`config.mk`:
```
export PLATFORM = sky130hd
export DESIGN_NAME = codec_i2c_init_flat
export DESIGN_NICKNAME = d
export VERILOG_FILES = /design/src/rtl/codec_cfg_pkg.sv /design/src/rtl/codec_i2c_init_if.sv /design/src/rtl/i2c_qtick.sv /design/src/rtl/codec_i2c_init.sv /design/src/flat_wrapper.sv
export SDC_FILE = /design/constraint.sdc
export NUM_CORES = 1
export LEC_CHECK = 0
export ABC_AREA = 1
export BUFFER_PORTS_ARGS = -buffer_cell sky130_fd_sc_hd__buf_4
export CAP_MARGIN = 15
export CELL_PAD_IN_SITES_DETAIL_PLACEMENT = 0
export CELL_PAD_IN_SITES_GLOBAL_PLACEMENT = 2
export CORE_MARGIN = 5
export CORE_UTILIZATION = 37
export DETAILED_ROUTE_END_ITERATION = 10
export GPL_TIMING_DRIVEN = 0
export PLACE_DENSITY = 0.93
export RECOVER_POWER = 50
export SKIP_LAST_GASP = 1
export SYNTH_ARGS = -nofsm -noshare
export SYNTH_HDL_FRONTEND = slang
export SYNTH_SLANG_ARGS = --single-unit
```
`constraint.sdc`:
```
create_clock -name clk -period 4.61 [get_ports clk]
set_clock_uncertainty 0.2 [all_clocks]
set_input_delay 0.922 -clock clk [delete_from_list [all_inputs] [get_ports clk]]
set_output_delay 0.922 -clock clk [all_outputs]
set_load 0.1 [all_outputs]
```
`src/rtl/codec_cfg_pkg.sv`:
```
// rtl/codec_cfg_pkg.sv - WM8731 init constants, register word table and sequencer state type
package codec_cfg_pkg;

    localparam logic [7:0] WM8731_ADDR_W = 8'h34;
    localparam int         N_WORDS       = 9;
    localparam int         WORD_IDX_W    = $clog2(N_WORDS);

    // Each word is {reg[6:0], data[8:0]}, written in this order after reset
    localparam logic [15:0] INIT_TABLE [N_WORDS] = '{
        16'h1E00,  // reset
        16'h0C00,  // power all on
        16'h0E02,  // I2S 16-bit slave
        16'h1000,  // 48 kHz normal mode
        16'h0812,  // DAC select, mic mute
        16'h0A00,  // DAC unmute
        16'h0479,  // left headphone 0 dB
        16'h0679,  // right headphone 0 dB
        16'h1201   // active
    };

    typedef enum logic [2:0] {
        IDLE,
        START,
        BIT,
        ACK,
        STOP,
        GAP,
        DONE,
        ERROR
    } init_state_t;

    // Byte 0 of a transaction is the device address, bytes 1 and 2 the table word
    function automatic logic [7:0] tx_byte(input logic [WORD_IDX_W-1:0] word_idx,
                                           input logic [1:0]            byte_idx);
        logic [15:0] word;
        word = INIT_TABLE[word_idx];
        case (byte_idx)
            2'd0:    tx_byte = WM8731_ADDR_W;
            2'd1:    tx_byte = word[15:8];
            default: tx_byte = word[7:0];
        endcase
    endfunction

endpackage

```
`src/rtl/codec_i2c_init_if.sv`:
```
// rtl/codec_i2c_init_if.sv - codec I2C pin bundle with open-drain SDA enable
interface codec_i2c_init_if;
    logic i2c_sclk;
    logic i2c_sda_oe;
    logic i2c_sda_in;

    modport master (
        output i2c_sclk,
        output i2c_sda_oe,
        input  i2c_sda_in
    );

    modport slave (
        input  i2c_sclk,
        input  i2c_sda_oe,
        output i2c_sda_in
    );
endinterface

```
`src/rtl/i2c_qtick.sv`:
```
// rtl/i2c_qtick.sv - quarter-bit tick generator; clear restarts a full quarter period
module i2c_qtick #(
    parameter int SYSCLK_FREQUENCY = 1333,
    parameter int I2C_KHZ          = 100
) (
    input  logic clk,
    input  logic rst_n,
    input  logic clear,
    output logic qtick
);
    localparam int               DIV   = SYSCLK_FREQUENCY * 100 / (4 * I2C_KHZ);
    localparam int               CNT_W = (DIV > 1) ? $clog2(DIV) : 1;
    localparam logic [CNT_W-1:0] LAST  = CNT_W'(DIV - 1);

    logic [CNT_W-1:0] cnt;

    always_ff @(posedge clk) begin
        if (!rst_n || clear) begin
            cnt <= '0;
        end else if (cnt == LAST) begin
            cnt <= '0;
        end else begin
            cnt <= cnt + CNT_W'(1);
        end
    end

    assign qtick = (cnt == LAST);
endmodule

```
`src/rtl/codec_i2c_init.sv`:
```
// rtl/codec_i2c_init.sv - writes the WM8731 init table over I2C after reset or reinit
module codec_i2c_init
    import codec_cfg_pkg::*;
#(
    parameter int SYSCLK_FREQUENCY = 1333,
    parameter int I2C_KHZ          = 100,
    parameter int MAX_RETRY        = 3,
    parameter int GAP_TICKS        = 8
) (
    input  logic                    clk,
    input  logic                    rst_n,
    input  logic                    reinit,
    codec_i2c_init_if.master        i2c,
    output logic                    busy,
    output logic                    done,
    output logic                    error
);
    localparam int RETRY_W = $clog2(MAX_RETRY + 1) + 1;
    localparam int GAP_W   = $clog2(GAP_TICKS + 1);

    init_state_t             state, state_nxt;
    logic [1:0]              phase, phase_nxt;
    logic [2:0]              bit_idx, bit_nxt;
    logic [1:0]              byte_idx, byte_nxt;
    logic [WORD_IDX_W-1:0]   word_idx, word_nxt;
    logic [RETRY_W-1:0]      retry_cnt, retry_nxt;
    logic [GAP_W-1:0]        gap_cnt, gap_nxt;
    logic                    nack, nack_nxt;
    logic                    restart;
    logic                    qtick;
    logic                    sda_meta, sda_sync;
    logic [7:0]              cur_byte;
    logic                    cur_bit;

    i2c_qtick #(
        .SYSCLK_FREQUENCY(SYSCLK_FREQUENCY),
        .I2C_KHZ         (I2C_KHZ)
    ) u_qtick (
        .clk  (clk),
        .rst_n(rst_n),
        .clear((state == IDLE) || restart),
        .qtick(qtick)
    );

    always_ff @(posedge clk) begin
        if (!rst_n) begin
            sda_meta <= 1'b1;
            sda_sync <= 1'b1;
        end else begin
            sda_meta <= i2c.i2c_sda_in;
            sda_sync <= sda_meta;
        end
    end

    always_ff @(posedge clk) begin
        if (!rst_n) begin
            state     <= IDLE;
            phase     <= '0;
            bit_idx   <= 3'd7;
            byte_idx  <= '0;
            word_idx  <= '0;
            retry_cnt <= '0;
            gap_cnt   <= '0;
            nack      <= 1'b0;
        end else begin
            state     <= state_nxt;
            phase     <= phase_nxt;
            bit_idx   <= bit_nxt;
            byte_idx  <= byte_nxt;
            word_idx  <= word_nxt;
            retry_cnt <= retry_nxt;
            gap_cnt   <= gap_nxt;
            nack      <= nack_nxt;
        end
    end

    assign cur_byte = tx_byte(word_idx, byte_idx);
    assign cur_bit  = cur_byte[bit_idx];

    always_comb begin
        state_nxt = state;
        phase_nxt = phase;
        bit_nxt   = bit_idx;
        byte_nxt  = byte_idx;
        word_nxt  = word_idx;
        retry_nxt = retry_cnt;
        gap_nxt   = gap_cnt;
        nack_nxt  = nack;
        restart   = 1'b0;
        case (state)
            IDLE:        restart = 1'b1;
            DONE, ERROR: restart = reinit;
            START: if (qtick) begin
                phase_nxt = phase + 2'd1;
                if (phase == 2'd3) begin
                    state_nxt = BIT;
                    bit_nxt   = 3'd7;
                    byte_nxt  = 2'd0;
                end
            end
            BIT: if (qtick) begin
                phase_nxt = phase + 2'd1;
                if (phase == 2'd3) begin
                    if (bit_idx == 3'd0) state_nxt = ACK;
                    else                 bit_nxt   = bit_idx - 3'd1;
                end
            end
            ACK: if (qtick) begin
                phase_nxt = phase + 2'd1;
                if (phase == 2'd2) nack_nxt = sda_sync;
                if (phase == 2'd3) begin
                    if (nack || byte_idx == 2'd2) begin
                        state_nxt = STOP;
                    end else begin
                        state_nxt = BIT;
                        byte_nxt  = byte_idx + 2'd1;
                        bit_nxt   = 3'd7;
                    end
                end
            end
            STOP: if (qtick) begin
                phase_nxt = phase + 2'd1;
                if (phase == 2'd3) begin
                    if (nack && retry_cnt == RETRY_W'(MAX_RETRY)) begin
                        state_nxt = ERROR;
                    end else begin
                        state_nxt = GAP;
                        gap_nxt   = '0;
                    end
                end
            end
            GAP: if (qtick) begin
                gap_nxt = gap_cnt + GAP_W'(1);
                if (gap_cnt == GAP_W'(GAP_TICKS - 1)) begin
                    state_nxt = START;
                    phase_nxt = 2'd0;
                    byte_nxt  = 2'd0;
                    nack_nxt  = 1'b0;
                    // A NACKed word is resent as-is; an ACKed one advances the table
                    if (nack) begin
                        retry_nxt = retry_cnt + RETRY_W'(1);
                    end else begin
                        retry_nxt = '0;
                        if (word_idx == WORD_IDX_W'(N_WORDS - 1)) state_nxt = DONE;
                        else                                     word_nxt  = word_idx + WORD_IDX_W'(1);
                    end
                end
            end
            default: state_nxt = IDLE;
        endcase
        if (restart) begin
            state_nxt = START;
            phase_nxt = 2'd0;
            bit_nxt   = 3'd7;
            byte_nxt  = 2'd0;
            word_nxt  = '0;
            retry_nxt = '0;
            gap_nxt   = '0;
            nack_nxt  = 1'b0;
        end
    end

    // SDA only moves while SCL is low, except the deliberate START and STOP edges
    always_comb begin
        i2c.i2c_sclk   = 1'b1;
        i2c.i2c_sda_oe = 1'b0;
        case (state)
            START: begin
                i2c.i2c_sclk   = (phase < 2'd2);
                i2c.i2c_sda_oe = (phase != 2'd0);
            end
            BIT: begin
                i2c.i2c_sclk   = (phase == 2'd1) || (phase == 2'd2);
                i2c.i2c_sda_oe = ~cur_bit;
            end
            ACK: begin
                i2c.i2c_sclk   = (phase == 2'd1) || (phase == 2'd2);
                i2c.i2c_sda_oe = 1'b0;
            end
            STOP: begin
                i2c.i2c_sclk   = (phase != 2'd0);
                i2c.i2c_sda_oe = (phase < 2'd2);
            end
            default: begin
                i2c.i2c_sclk   = 1'b1;
                i2c.i2c_sda_oe = 1'b0;
            end
        endcase
    end

    assign busy  = (state != IDLE) && (state != DONE) && (state != ERROR);
    assign done  = (state == DONE);
    assign error = (state == ERROR);
endmodule

```
`src/flat_wrapper.sv`:
```
// flat-port wrapper written by rule: the top's interface ports become plain ports
module codec_i2c_init_flat import codec_cfg_pkg::*;
#(
    parameter int SYSCLK_FREQUENCY = 1333,
    parameter int I2C_KHZ          = 100,
    parameter int MAX_RETRY        = 3,
    parameter int GAP_TICKS        = 8
)
  (clk, rst_n, reinit, busy, done, error, i2c_i2c_sclk, i2c_i2c_sda_oe, i2c_i2c_sda_in);
  codec_i2c_init_if i2c_i ();
  input  logic clk;
  input  logic rst_n;
  input  logic reinit;
  output logic busy;
  output logic done;
  output logic error;
  output wire logic [$bits(i2c_i.i2c_sclk)-1:0] i2c_i2c_sclk;
  output wire logic [$bits(i2c_i.i2c_sda_oe)-1:0] i2c_i2c_sda_oe;
  input wire logic [$bits(i2c_i.i2c_sda_in)-1:0] i2c_i2c_sda_in;
  assign i2c_i2c_sclk = i2c_i.i2c_sclk;
  assign i2c_i2c_sda_oe = i2c_i.i2c_sda_oe;
  assign i2c_i.i2c_sda_in = i2c_i2c_sda_in;
  codec_i2c_init #(.SYSCLK_FREQUENCY(SYSCLK_FREQUENCY), .I2C_KHZ(I2C_KHZ), .MAX_RETRY(MAX_RETRY), .GAP_TICKS(GAP_TICKS)) u_core (.clk(clk), .rst_n(rst_n), .reinit(reinit), .i2c(i2c_i), .busy(busy), .done(done), .error(error));
endmodule
```
After elaboration in Yosys (flattened, before gate mapping)
Memories as Yosys holds them, arrays and structs flattened.
Index checks and enable logic that the tools add are counted.

operators by class
  order comparisons = 3
  $add $sub $neg = 7
  bitwise logic cells = 5
  reductions and logical operators = 34
  equal/unequal tests = 45
  muxes and demuxes = 55

operators with widths
  operator             number
  $mux 3               23
  $ne 3x1->1 const B   11
  $mux 16              2
  $ne 2x1->1 const B   13
  $reduce_and 12->1    2
  $mux 2               9
  $mux 4               4
  $pmux 8 s2           1
  $pmux 3 s5           1
  $reduce_and 5->1     3
  $eq 3x3->1 const B   4
  $add 9x1->9 const B  1
  $eq 3x2->1 const B   3
  $eq 9x9->1 const B   1
  $pmux 3 s3           1
  $reduce_and 9->1     1
  $reduce_bool 3->1    3
  $add 4x1->4 const B  2
  $pmux 4 s2           1
  $reduce_and 8->1     1
  $reduce_bool 2->1    4
  $reduce_or 2->1      4
  $eq 2x2->1 const B   3
  $logic_not 3->1      2
  other kinds (29)     49

storage, ports and cells
  register bits = 33
  logic and storage cells = 162
  ROM bits = 256
  output and inout bits = 5
  memories kept = 1
  input bits = 4

memory list
  name             depth  width  read ports  clocked after memory_dff  write ports  RTL line             source
  (no name shown)  16     16     1           0                         0            codec_cfg_pkg.sv:36  word = INIT_TABLE[word_idx];

Logic depth before layout (Yosys ltp)
  depth in word-level cells = 9
  mapped depth = 12
  mapped depth without buffers = 12

Hierarchy
From an unflattened synthesis, not the netlist that was laid out.

unflattened totals
  cells, all modules = 354
  area, all modules = 2391.0 µm²

by module, submodules not included
  module          times used  seq. area each (µm²)  area an instance (µm²)  cells an instance
  codec_i2c_init  1           480.5                 1936.9                  287
  i2c_qtick       1           180.2                 454.2                   67

Least setup slack after synthesis
OpenSTA, ideal clock, no wires.

  path type = reg-to-output
  start = register u_core.state[0]
  end = output port i2c_i2c_sclk
  data arrival time = 2.238 ns
  stages on the path, launching flop included = 5
  path buffers = 0
  setup slack = 1.250 ns
  cells stage by stage = dfxtp_1 nor2_1 nand2_2 nand2_1 o221ai_1

on the way
  word-level cells in the longest chain between the ends = 3
  elaborated cells on any way between the ends = 6
  classes of those cells = eq/ne: 4; mux: 1; reduce/logical: 1

RTL lines
  what                       RTL line               source
  start, declared            codec_i2c_init.sv:21   init_state_t state, state_nxt;
  start signal, assigned     codec_i2c_init.sv:66   state <= state_nxt;
  $eq 3x2->1                 codec_i2c_init.sv:167  case (state)
  $reduce_or 2->1 (no line)  n/a
  $pmux 1 s3 (*)             codec_i2c_init.sv:167
  end, declared              flat_wrapper.sv:17     output wire logic [$bits(i2c_i.i2c_sclk)-1:0] i2c_i2c_sclk;

Mark *: on every way between the ends. The rest lies on a longest branch, timed or not.

Worst setup path after layout
  start = register u_core.word_idx[0]
  end = output port i2c_i2c_sda_oe

on the way
  word-level cells in the longest chain between the ends = 9

RTL lines
  what                                        RTL line               source
  start, declared                             codec_i2c_init.sv:25   logic [WORD_IDX_W-1:0] word_idx, word_nxt;
  start signal, assigned                      codec_i2c_init.sv:70   word_idx <= word_nxt;
  $not 4->5 (implied by the code)             codec_cfg_pkg.sv:36
  $mem_v2 16x16                               n/a
  $mux 16 (implied by the code) (2 in a row)  codec_cfg_pkg.sv:36
  $pmux 8 s2                                  codec_cfg_pkg.sv:37    case (byte_idx)
  $bmux 1 s3                                  codec_i2c_init.sv:78   assign cur_bit = cur_byte[bit_idx];
  $mux 1 (implied by the code)                codec_i2c_init.sv:78
  $not 1->1                                   codec_i2c_init.sv:174  i2c.i2c_sda_oe = ~cur_bit;
  $pmux 1 s3                                  codec_i2c_init.sv:167
  end, declared                               flat_wrapper.sv:18     output wire logic [$bits(i2c_i.i2c_sda_oe)-1:0] i2c_i2c_sda_oe;

No other way between the ends. The select of a mux whose other input is x is not followed.

==> tab_implementation.tex <==
\begin{tabular}{lr}
\hline
Metric & Value \\
\hline
\multicolumn{2}{l}{\textbf{Global route}} \\
Global-route wire length before repair & $\sim$8600 um \\
Initial antenna violation count & 0 \\
Number of global-route vias before repair & 1939 \\
GRT Overall Usage & 13.9\% \\
Largest net degree at the start of global routing & 12 \\
Remaining global-route overflow & 0 \\
\multicolumn{2}{l}{\textbf{STA}} \\
Slew at the pin closest to its max-slew limit & 0.534 ns \\
Unrepaired setup endpoints after global routing & no \\
Tmin final & 3.10 ns \\
Sum of negative setup slack & 0 ns \\
Hold slack final & 0.203 ns \\
Final count of pins violating max slew & 0 \\
Final Hold Vio Count & 0 \\
Rel. slew slack & 64.4\% \\
Part of the cycle the worst path needs & approximately two thirds \\
Max Freq & 322 MHz \\
Final count of negative-setup-slack endpoints & 0 \\
Final Worst Setup Slack & 1.51 ns \\
\multicolumn{2}{l}{\textbf{Synthesis}} \\
Synthesis-stage register bit count & 33 \\
Synth cell types & 31 \\
Sequential share of the synthesized area & approximately 29\% \\
Mapped Area & 0.00232 mm\^{}2 \\
Post-synth net total & 366 \\
Mapped Cells & 345 \\
Mean Syn Cell Area & 6.71 um\^{}2 \\
Yosys warnings & 0 \\
\multicolumn{2}{l}{\textbf{Critical path}} \\
Startpoint of the most critical register-to-register path & u\_core.state[2]\$\_SDFFE\_PP0P\_ \\
Sort of element at the start of the critical path & register \\
Arrival time reported for the critical path endpoint & 1.98 ns \\
CP max FO & 6 \\
Sort of element at the end of the critical path & output pin \\
FF-to-FF End & u\_core.bit\_idx[2]\$\_SDFFE\_PP1P\_ \\
Number of cells on the worst reg-to-reg path & 11 \\
Crit path required time & 3.49 ns \\
Worst setup path category & reg2out \\
FF-to-FF setup slack & 2.00 ns \\
\multicolumn{2}{l}{\textbf{Floorplan}} \\
Floorplan die area & between 0.007 and 0.008 mm\^{}2 \\
Core area & 0.00599 mm\^{}2 \\
Effective utilization at floorplan & 38.7\% \\
Rows & 28 \\
Width of the die & 89.1 um \\
IO Pins & 9 \\
Vertical die dimension & approximately 89 um \\
\multicolumn{2}{l}{\textbf{Layout}} \\
Relative area change from synthesis to final layout & 8.97\% \\
Number of inserted diodes & 0 \\
Nets & 381 \\
Layout cell share with drive strength beyond 1 & 16.3\% \\
Leading cell types in the layout, fill and taps excluded & 81 x sky130\_fd\_sc\_hd\_\_nand2\_1, 44 x sky130\_fd\_sc\_hd\_\_inv\_1, 42 x sky130\_fd\_sc\_hd\_\_nor2\_1 \\
Number of filler cells placed in the layout & 677 \\
Most common cell after layout, fill and taps aside & sky130\_fd\_sc\_hd\_\_nand2\_1 \\
Final cell count without fillers & around 440 \\
\multicolumn{2}{l}{\textbf{Clock network}} \\
Clk root buf & sky130\_fd\_sc\_hd\_\_clkbuf\_8 \\
Setup Fix Bufs, Post-CTS & 0 \\
Number of buffers inserted for hold repair after clock tree synthesis & 0 \\
Resized cells post-CTS & 0 \\
Sinks on the clock net & 33 \\
Deepest clock path buffer count & 2 \\
H-tree levels & 2 \\
Clock tree from TritonCTS & done \\
Insertion delay of the later-clocked pin in the worst-skew pair & 0.29 ns \\
Clock edge transition at the registers on the reported setup and hold paths & about 0.070 ns \\
Clock buffers created by TritonCTS & 5 \\
\multicolumn{2}{l}{\textbf{Worst hold path}} \\
Worst Hold End & u\_core.sda\_sync\$\_SDFF\_PN1\_ \\
Path type of the worst min-delay path & reg2reg \\
Worst Hold Launch & u\_core.sda\_meta\$\_SDFF\_PN1\_ \\
Hold Path Depth & 2 \\
\multicolumn{2}{l}{\textbf{Outcome}} \\
Run status & finished clean \\
\multicolumn{2}{l}{\textbf{Place}} \\
Global placement routability congestion & 0.831 \\
Number of I/O port buffers & 8 \\
HPWL after DPL & 3840 um \\
Post-placement worst setup slack & 1.79 ns \\
Total instance count after detailed placement & 428 \\
\multicolumn{2}{l}{\textbf{Power and ir drop}} \\
P\_leak & 1.18 nW \\
Largest voltage drop on the vdd net & around 0.0003 V \\
Cell Pwr Density & around 430 mW/mm\^{}2 \\
\multicolumn{2}{l}{\textbf{Route}} \\
Post-detailed-routing wire length & between 4000 and 5000 um \\
Ratio of routed vias to standard cells & 4.73 \\
Average routed wire per standard cell & 11.2 um \\
Via count & 2062 \\
Initial DRT Pass Iterations & 4 \\
Number of DRC markers in iteration 0 & 93 \\
Post-route DRC violation count & 0 \\
Number of nets with antenna violations after routing & 0 \\
\multicolumn{2}{l}{\textbf{Run}} \\
Max\_cap viols & 0 \\
\hline
\end{tabular}
-- routing by layer --
metal  global-route usage, %  wire length [um]
met1                    18.7              2480
met2                    21.8              2150
met3                    3.50               170
met4                    4.47                66
met5                       0                 0
-- critical path, cell delays in order, from the launching register on --
cell and delay [ns]:
sky130_fd_sc_hd__dfxtp_1 0.38, sky130_fd_sc_hd__inv_1 0.13, sky130_fd_sc_hd__ha_1 0.31, sky130_fd_sc_hd__nor2_1 0.05, sky130_fd_sc_hd__nor2_1 0.10, sky130_fd_sc_hd__nor2_1 0.04
sky130_fd_sc_hd__o21ai_0 0.15, sky130_fd_sc_hd__nand2_1 0.07, sky130_fd_sc_hd__nand2_1 0.06, sky130_fd_sc_hd__nand3_1 0.06, sky130_fd_sc_hd__nand2_1 0.06, sky130_fd_sc_hd__buf_4 0.28
-- per-stage QoR --
| step | utilization (%) | instance area [um^2] | power, mW |
|---|---|---|---|
| after global routing | 42.1 | 2520 | 1.18 |
| after floorplan | - | 2320 | 0.784 |
| after detailed placement | 41.2 | 2470 | 0.890 |
| final | 42.1 | 2520 | 1.08 |
| after global placement | 41.2 | 2470 | 0.888 |
| after CTS | 42.7 | 2560 | 1.12 |
-- state kept, by name (all words and copies together) (netlist names) --
signal              cells
u_core.word_idx         4
u_core.u_qtick.cnt      9
u_core.state            3
u_core.byte_idx         2
u_core.sda_sync         1
u_core.nack             1
u_core.bit_idx          3
u_core.gap_cnt          4
u_core.retry_cnt        3
u_core.sda_meta         1
u_core.phase            2
-- worst max-delay path by stage --
stage                                               start              to  slack (ns)  depth (start not counted)
after floorplan              u_core.state[0]$_SDFFE_PN0P_    i2c_i2c_sclk        1.25                          4
after CTS                 u_core.word_idx[0]$_SDFFE_PP0P_  i2c_i2c_sda_oe        1.47                         11
after detailed placement  u_core.word_idx[0]$_SDFFE_PP0P_  i2c_i2c_sda_oe        1.79                         11
final                     u_core.word_idx[0]$_SDFFE_PP0P_  i2c_i2c_sda_oe        1.51                         11
after global placement    u_core.word_idx[0]$_SDFFE_PP0P_  i2c_i2c_sda_oe        1.77                         11
after global routing      u_core.byte_idx[0]$_SDFFE_PP0P_  i2c_i2c_sda_oe        1.29                         11
-- report_power, final --
| part | switching, mW | internal (mW) | total [mW] |
|---|---|---|---|
| logic | 0.368 | 0.155 | 0.523 |
| registers | 0.0296 | 0.308 | 0.338 |
| clock network | 0.114 | 0.104 | 0.218 |
| total | 0.511 | 0.567 | 1.08 |
-- Yosys cell counts --
library cell,n,area (um^2)
sky130_fd_sc_hd__o211ai_1,1,7.51
sky130_fd_sc_hd__o221ai_1,1,8.76
sky130_fd_sc_hd__a21oi_1,19,95.1
sky130_fd_sc_hd__nand3_1,23,115
sky130_fd_sc_hd__o21ai_2,3,26.3
sky130_fd_sc_hd__nor2_2,4,25.0
sky130_fd_sc_hd__nand4_1,3,18.8
sky130_fd_sc_hd__o211a_1,1,10.0
sky130_fd_sc_hd__nor3b_2,1,12.5
sky130_fd_sc_hd__buf_6,3,33.8
sky130_fd_sc_hd__inv_2,15,56.3
sky130_fd_sc_hd__nand2_1,79,297
sky130_fd_sc_hd__or2_1,1,6.26
sky130_fd_sc_hd__nor2_1,42,158
sky130_fd_sc_hd__xnor2_1,1,8.76
sky130_fd_sc_hd__nand2_4,2,22.5
sky130_fd_sc_hd__inv_1,42,158
sky130_fd_sc_hd__nand3_2,3,30.0
sky130_fd_sc_hd__o32ai_1,1,8.76
sky130_fd_sc_hd__o21ai_1,2,10.0
sky130_fd_sc_hd__nor2_4,6,67.6
sky130_fd_sc_hd__o21ai_0,11,55.1
sky130_fd_sc_hd__nor3b_1,3,22.5
sky130_fd_sc_hd__ha_1,17,213
sky130_fd_sc_hd__dfxtp_1,33,661
sky130_fd_sc_hd__a211oi_1,2,15.0
sky130_fd_sc_hd__a21oi_4,1,16.3
sky130_fd_sc_hd__nand2_2,13,81.3
sky130_fd_sc_hd__a22oi_1,1,7.51
sky130_fd_sc_hd__nor3_1,7,35.0
sky130_fd_sc_hd__xor2_1,4,35.0
-- cell type report --
type	count	area (um^2)	share of cell area [%]
tap	75	93.8	3.72
multi-input combinational	252	1390	55.2
clock inverter	3	17.5	0.694
clock buffer	5	68.8	2.73
sequential	33	661	26.2
inverter	57	214	8.48
timing repair buffer	8	56.3	2.23
buffer	3	18.8	0.744
-- kinds of logic (layout without fill, tap and decap cells) --
| group | count (synthesis) | after routing | synth area share (%) |
|---|---|---|---|
| buffers and inverters | 60 | 76 | 10.7 |
| AOI/OAI and AO/OA | 43 | 43 | 11.2 |
| xor gates and xnor gates | 5 | 5 | 1.89 |
| DFF | 33 | 33 | 28.5 |
| adders and majority gates | 17 | 17 | 9.18 |
| and+or+nand+nor | 187 | 187 | 38.5 |
No activity file was read; power rests on OpenSTA's default activity.
